===== src/rtl/uart_pkg.sv =====
// Shared UART definitions used by both the transmit and receive paths.
package uart_pkg;

  typedef enum logic [1:0] {IDLE, START, DATA, STOP} uart_tx_state_t;

  localparam int UART_CLKS_PER_BIT = 868;
  localparam int UART_FRAME_BITS   = 10;
  localparam int UART_DATA_BITS    = 8;

endpackage


===== src/rtl/uart_baud_gen.sv =====
// Bit-period counter: counts 0..CLKS_PER_BIT-1 and flags the terminal count.
module uart_baud_gen
  import uart_pkg::*;
#(
  parameter int CLKS_PER_BIT = UART_CLKS_PER_BIT
) (
  input  logic clk,
  input  logic reset,
  input  logic restart,
  output logic tick
);

  localparam int CW = (CLKS_PER_BIT > 1) ? $clog2(CLKS_PER_BIT) : 1;
  localparam logic [CW-1:0] TERM = CW'(CLKS_PER_BIT - 1);

  logic [CW-1:0] cnt_r;

  // Baud counter; restart holds it at zero so the next period starts clean.
  always_ff @(posedge clk or posedge reset) begin
    if (reset) begin
      cnt_r <= {CW{1'b0}};
    end else if (restart) begin
      cnt_r <= {CW{1'b0}};
    end else if (cnt_r == TERM) begin
      cnt_r <= {CW{1'b0}};
    end else begin
      cnt_r <= cnt_r + CW'(1);
    end
  end

  assign tick = (cnt_r == TERM) && !restart;

endmodule


===== src/rtl/uart_tx64.sv =====
// 8N1 UART transmitter sending an N-bit word as N/8 back-to-back frames, LSB byte first.
module uart_tx64
  import uart_pkg::*;
#(
  parameter int N            = 64,
  parameter int CLKS_PER_BIT = UART_CLKS_PER_BIT
) (
  input  logic         clk,
  input  logic         reset,
  input  logic         start,
  input  logic [N-1:0] data,
  output logic         tx,
  output logic         busy,
  output logic         done
);

  localparam int NBYTES = N / UART_DATA_BITS;
  localparam int BW     = (NBYTES > 1) ? $clog2(NBYTES) : 1;
  localparam logic [BW-1:0] LAST_BYTE = BW'(NBYTES - 1);

  uart_tx_state_t state_r, state_nxt_s;
  logic [N-1:0]   shreg_r, shreg_nxt_s;
  logic [2:0]     bit_cnt_r, bit_cnt_nxt_s;
  logic [BW-1:0]  byte_cnt_r, byte_cnt_nxt_s;
  logic           tx_r, tx_nxt_s;
  logic           busy_r, busy_nxt_s;
  logic           done_r, done_nxt_s;
  logic           tick_s;
  logic [2:0]     bit_inc_s;
  logic [7:0]     cur_byte_s;

  // Counter is held in IDLE; every other state change lands on a tick, where it wraps to 0.
  uart_baud_gen #(
    .CLKS_PER_BIT(CLKS_PER_BIT)
  ) u_baud (
    .clk    (clk),
    .reset  (reset),
    .restart(state_r == IDLE),
    .tick   (tick_s)
  );

  assign bit_inc_s  = bit_cnt_r + 3'd1;
  assign cur_byte_s = shreg_r[7:0];

  // State, datapath and output registers.
  always_ff @(posedge clk or posedge reset) begin
    if (reset) begin
      state_r    <= IDLE;
      shreg_r    <= {N{1'b0}};
      bit_cnt_r  <= 3'd0;
      byte_cnt_r <= {BW{1'b0}};
      tx_r       <= 1'b1;
      busy_r     <= 1'b0;
      done_r     <= 1'b0;
    end else begin
      state_r    <= state_nxt_s;
      shreg_r    <= shreg_nxt_s;
      bit_cnt_r  <= bit_cnt_nxt_s;
      byte_cnt_r <= byte_cnt_nxt_s;
      tx_r       <= tx_nxt_s;
      busy_r     <= busy_nxt_s;
      done_r     <= done_nxt_s;
    end
  end

  // Next-state logic; tx is computed for the coming cycle so the pin comes straight off a flop.
  always_comb begin
    state_nxt_s    = state_r;
    shreg_nxt_s    = shreg_r;
    bit_cnt_nxt_s  = bit_cnt_r;
    byte_cnt_nxt_s = byte_cnt_r;
    tx_nxt_s       = 1'b1;
    busy_nxt_s     = 1'b1;
    done_nxt_s     = 1'b0;
    case (state_r)
      IDLE: begin
        if (start) begin
          state_nxt_s    = START;
          shreg_nxt_s    = data;
          bit_cnt_nxt_s  = 3'd0;
          byte_cnt_nxt_s = {BW{1'b0}};
          tx_nxt_s       = 1'b0;
        end else begin
          busy_nxt_s     = 1'b0;
        end
      end
      START: begin
        if (tick_s) begin
          state_nxt_s   = DATA;
          bit_cnt_nxt_s = 3'd0;
          tx_nxt_s      = cur_byte_s[0];
        end else begin
          tx_nxt_s      = 1'b0;
        end
      end
      DATA: begin
        if (!tick_s) begin
          tx_nxt_s      = cur_byte_s[bit_cnt_r];
        end else if (bit_cnt_r == 3'd7) begin
          state_nxt_s   = STOP;
          tx_nxt_s      = 1'b1;
        end else begin
          bit_cnt_nxt_s = bit_inc_s;
          tx_nxt_s      = cur_byte_s[bit_inc_s];
        end
      end
      STOP: begin
        if (!tick_s) begin
          tx_nxt_s       = 1'b1;
        end else if (byte_cnt_r == LAST_BYTE) begin
          state_nxt_s    = IDLE;
          busy_nxt_s     = 1'b0;
          done_nxt_s     = 1'b1;
        end else begin
          state_nxt_s    = START;
          byte_cnt_nxt_s = byte_cnt_r + BW'(1);
          shreg_nxt_s    = shreg_r >> 8;
          tx_nxt_s       = 1'b0;
        end
      end
      default: begin
        state_nxt_s = IDLE;
        busy_nxt_s  = 1'b0;
      end
    endcase
  end

  assign tx   = tx_r;
  assign busy = busy_r;
  assign done = done_r;

endmodule


===== config.mk =====
export PLATFORM = sky130hd
export DESIGN_NAME = uart_tx64
export DESIGN_NICKNAME = d
export VERILOG_FILES = /design/src/rtl/uart_pkg.sv /design/src/rtl/uart_baud_gen.sv /design/src/rtl/uart_tx64.sv
export SDC_FILE = /design/constraint.sdc
export NUM_CORES = 1
export LEC_CHECK = 0
export CORE_ASPECT_RATIO = 0.7
export CORE_MARGIN = 4
export CORE_UTILIZATION = 30
export CTS_CLUSTER_SIZE = 25
export DETAILED_ROUTE_END_ITERATION = 10
export PLACE_DENSITY = 0.46
export SLEW_MARGIN = 20
export SYNTH_ARGS = -nofsm -noshare
export SYNTH_HDL_FRONTEND = slang
export SYNTH_SLANG_ARGS = --single-unit
export TNS_END_PERCENT = 50

===== constraint.sdc =====
create_clock -name clk -period 3.5 [get_ports clk]
set_input_delay 0.7 -clock clk [delete_from_list [all_inputs] [get_ports clk]]
set_output_delay 0.7 -clock clk [all_outputs]
set_load 0.02 [all_outputs]

==> Implementation_results.wiki <==
{| class="wikitable"
! Metric !! Value
|-
| Cell chosen for the clock root || clkbuf_16
|-
| DR vias || 2735
|-
| Antenna diode count || 0
|-
| Post-CTS setup buffers || 0
|-
| Fraction of layout cells with a size suffix above 1 || 37.6%
|-
| Floorplan die height || 110 microns
|-
| Worst setup slack for register-to-register paths || 670 ps
|-
| Final core occ || 39.6%
|-
| Max-cap violations || 0
|-
| Count of boundary I/O pins || 70
|-
| Setup repair after global routing missed its margin || no
|-
| Total GRT Usage || 12.0%
|-
| Post-route total power || 4.97 mW
|-
| Width of the chip || 153 microns
|-
| DRT Wirelength || 9780 microns
|-
| R2R Path End || shreg_r[2]
|-
| Setup crit end kind || flop
|-
| Detailed-router iteration count before antenna repair || 4
|-
| Clock transition time at the flip-flop clock pins of the worst setup and hold paths || 60 ps
|-
| Mean Syn Cell Area || 13.7 sq um
|-
| Max VDD drop || 0.390 mV
|-
| Area added between synthesis and finish || 26.9%
|-
| H-tree Lvls || 3
|-
| Core ar. || 14200 sq um
|-
| CTS sink cnt || 85
|-
| Achievable clock frequency || 0.354 GHz
|-
| CP arrival || 3040 ps
|-
| Standard cell area after detailed placement || 5310 sq um
|-
| Weighted congestion reported at the end of routability-driven placement || 0.747
|-
| FP Rows || 36
|-
| TritonCTS buffer count || 9
|-
| Power per standard cell area || 883 nW/um^2
|-
| Nets@finish || 466
|-
| Startpoint of the lowest-slack register-to-register path || state_r[1]
|-
| Overall die area || 16800 sq um
|-
| Number of flops mapped to enable cells by yosys || 0
|-
| Number of fill cells in the layout || 1360
|-
| Initial cell density of the core || 31.2%
|-
| Slew HR || 34.3%
|-
| Crit path buf inv count || 1
|-
| Post-Syn Area || 4430 sq um
|-
| Delay of the slowest cell on the worst path || 720 ps
|-
| CP Data Required Time || 3720 ps
|-
| Portion of the post-synthesis area used by sequential elements || 48.1%
|-
| Count of cell types in the netlist || 43
|-
| Critical setup path kind || flop to flop
|-
| Slew at the pin closest to its max-slew limit || 985 ps
|-
| Number of hold violations in the final report || 0
|-
| Number of cells on the worst reg-to-reg path || 5
|-
| Maximum number of pins on one net before global-route repair || 68
|-
| Leading register cell type out of synthesis || dfrtp_1
|-
| Type of the worst min-delay path || flop to flop
|-
| Depth of the worst hold-timing path || 1
|-
| Initial antenna violation count || 1
|-
| Hold EP || u_baud.cnt_r[0]
|-
| YS warnings || 0
|-
| Share of async-settable or async-resettable flops after synthesis || 100%
|-
| Vias per cell || 4.68
|-
| Simple-gate share of the synthesized area || 6.41%
|-
| Final worst-path cycle share || 80.8%
|-
| Post-synthesis mux area share || 33.0%
|-
| Wire length of the first global-routing pass || 15700 microns
|-
| Vias in the first global route || 2798
|-
| Min-Delay Startpoint || u_baud.cnt_r[0]
|-
| Setup TNS || 0 ps
|-
| Kind of start point of the critical path || flop
|-
| Synth Area in Adders || 2.82%
|-
| Slowest cell on the critical path || buf_4
|-
| Setup violation total in the final timing report || 0
|-
| Hold bufs inserted after CTS || 0
|-
| Cells after Synth || 323
|-
| TritonCTS clock tree || yes
|-
| Seq cells post-synth || 85
|-
| Highest fanout seen on the critical path || 67
|-
| Worst clock skew || 7.89 ps
|-
| Number of violations reported at the end of detailed-routing iteration 0 || 102
|-
| Synth Area in Compound Gates || 5.59%
|-
| Number of cells upsized or downsized after cts || 0
|-
| Antenna Nets Post-Route || 0
|-
| CP Cell Sequence || ha_2, o41ai_4, o211ai_4, buf_4, mux2_2
|-
| Clock buffer depth || 2
|-
| Main combinational cell family by area after synthesis || multiplexers
|-
| Fraction of synthesized cell area in xor and xnor cells || 1.58%
|-
| Tightest hold margin || 488 ps
|-
| Leak || 2.38 nW
|-
| Kind of cell adding the most delay to the critical path || buffers and inverters
|-
| Port Buffers || 69
|-
| Result of the run || complete, no violations
|-
| Number of remaining DRC errors || 0
|-
| Detailed-route wire length per cell || 16.8 microns
|-
| Final critical path time including I/O delays and setup || 2830 ps
|-
| Total grt overflow || 0
|-
| Finished Cell Area || 5620 sq um
|-
| Clock latency on the worst-skew pair || 330 ps
|-
| Net count after synthesis || 400
|-
| Final number of max-transition violations || 0
|-
| HPWL reported at the end of detailed placement || 6850 microns
|}
## cell type report
type	instances	area (sq um)	share of cell area [%]
timing repair buffer	72	726	12.9
sequential	85	2130	37.9
clock inverter	6	70.1	1.25
clock buffer	10	239	4.25
multi-input combinational	215	2200	39.1
inverter	6	23.8	0.423
tap	190	238	4.23
## metrics by stage
| step | setup slack (ps) | cells |
|---|---|---|
| 2_1_floorplan | 608 | 323 |
| 3_3_place_gp | 623 | 568 |
| 3_5_place_dp | 588 | 568 |
| 4_1_cts | 660 | 584 |
| 5_1_grt | 497 | 584 |
| 6_report | 673 | 584 |
## synthesized netlist by cell type, drive strengths merged (2+ instances only)
| cell type | count | area share, % |
|---|---|---|
| a211oi | 3 | 0.51 |
| a21bo | 2 | 0.45 |
| a21oi | 2 | 0.23 |
| a22o | 10 | 2.0 |
| buf | 9 | 1.4 |
| clkbuf | 8 | 0.68 |
| dfrtp | 84 | 47 |
| ha | 10 | 2.8 |
| inv | 6 | 0.51 |
| mux2 | 115 | 31 |
| mux4 | 4 | 2.0 |
| nand2 | 6 | 0.51 |
| nand2b | 3 | 0.42 |
| nand3 | 4 | 0.45 |
| nand4 | 5 | 0.71 |
| nor2 | 14 | 1.2 |
| nor2b | 6 | 0.85 |
| nor3 | 4 | 0.45 |
| xnor2 | 5 | 0.99 |
| xor2 | 3 | 0.59 |
## cells in the final DEF, fill, tap and decap left out, types with 5 or more instances in the layout
cell type         n
xnor2_1           5
nand4_1           5
nor2_1           14
mux2_4           20
nor2b_1           6
clkdlybuf4s50_1  69
mux2_2           95
dfrtp_1          84
ha_1              9
a22o_1           10
inv_1             5
nand2_1           6
clkbuf_16         9
## metal layers
| layer | track usage [%] | share of wire [%] |
|---|---|---|
| met1 | 18.2 | 53 |
| met2 | 16.1 | 41 |
| met3 | 3.86 | 5.0 |
| met4 | 3.43 | 0.92 |
| met5 | 0 | 0.13 |
## worst register-to-register path, stage by stage (launching register included)
cell and delay [ps]:
dfrtp_1 410, ha_2 660, o41ai_4 260, o211ai_4 130
buf_4 720, mux2_2 530
## how the worst max path moves through the flow
stage,from,to,slack [ps],cells after the start
CTS,state_r[1],shreg_r[2],660,5
floorplan,reset,bit_cnt_r[0],610,1
detailed placement,start,shreg_r[54],590,5
global route,state_r[1],shreg_r[2],500,5
global placement,start,shreg_r[55],620,5
finish,state_r[1],shreg_r[2],670,5
## cell families after synthesis
logic type                 count (synthesis)
and+or+nand+nor                           51
AOI/OAI and AO/OA                         27
buffers and inverters                     23
muxes                                    119
xor gates and xnor gates                   8
DFF                                       85
adders and majority gates                 10
## registers in the layout, indices dropped and copies added (netlist names)
signal / flops
shreg_r: 64
u_baud.cnt_r: 10
bit_cnt_r: 3
byte_cnt_r: 3
state_r: 2
busy: 1
done: 1
tx: 1
## power by group
| part | switching [mW] | internal [mW] |
|---|---|---|
| Clock | 0.396 | 0.577 |
| Sequential | 0.266 | 1.44 |
| Combinational | 0.905 | 1.38 |
| Total | 1.57 | 3.40 |
(Power assumes the default switching activity.)
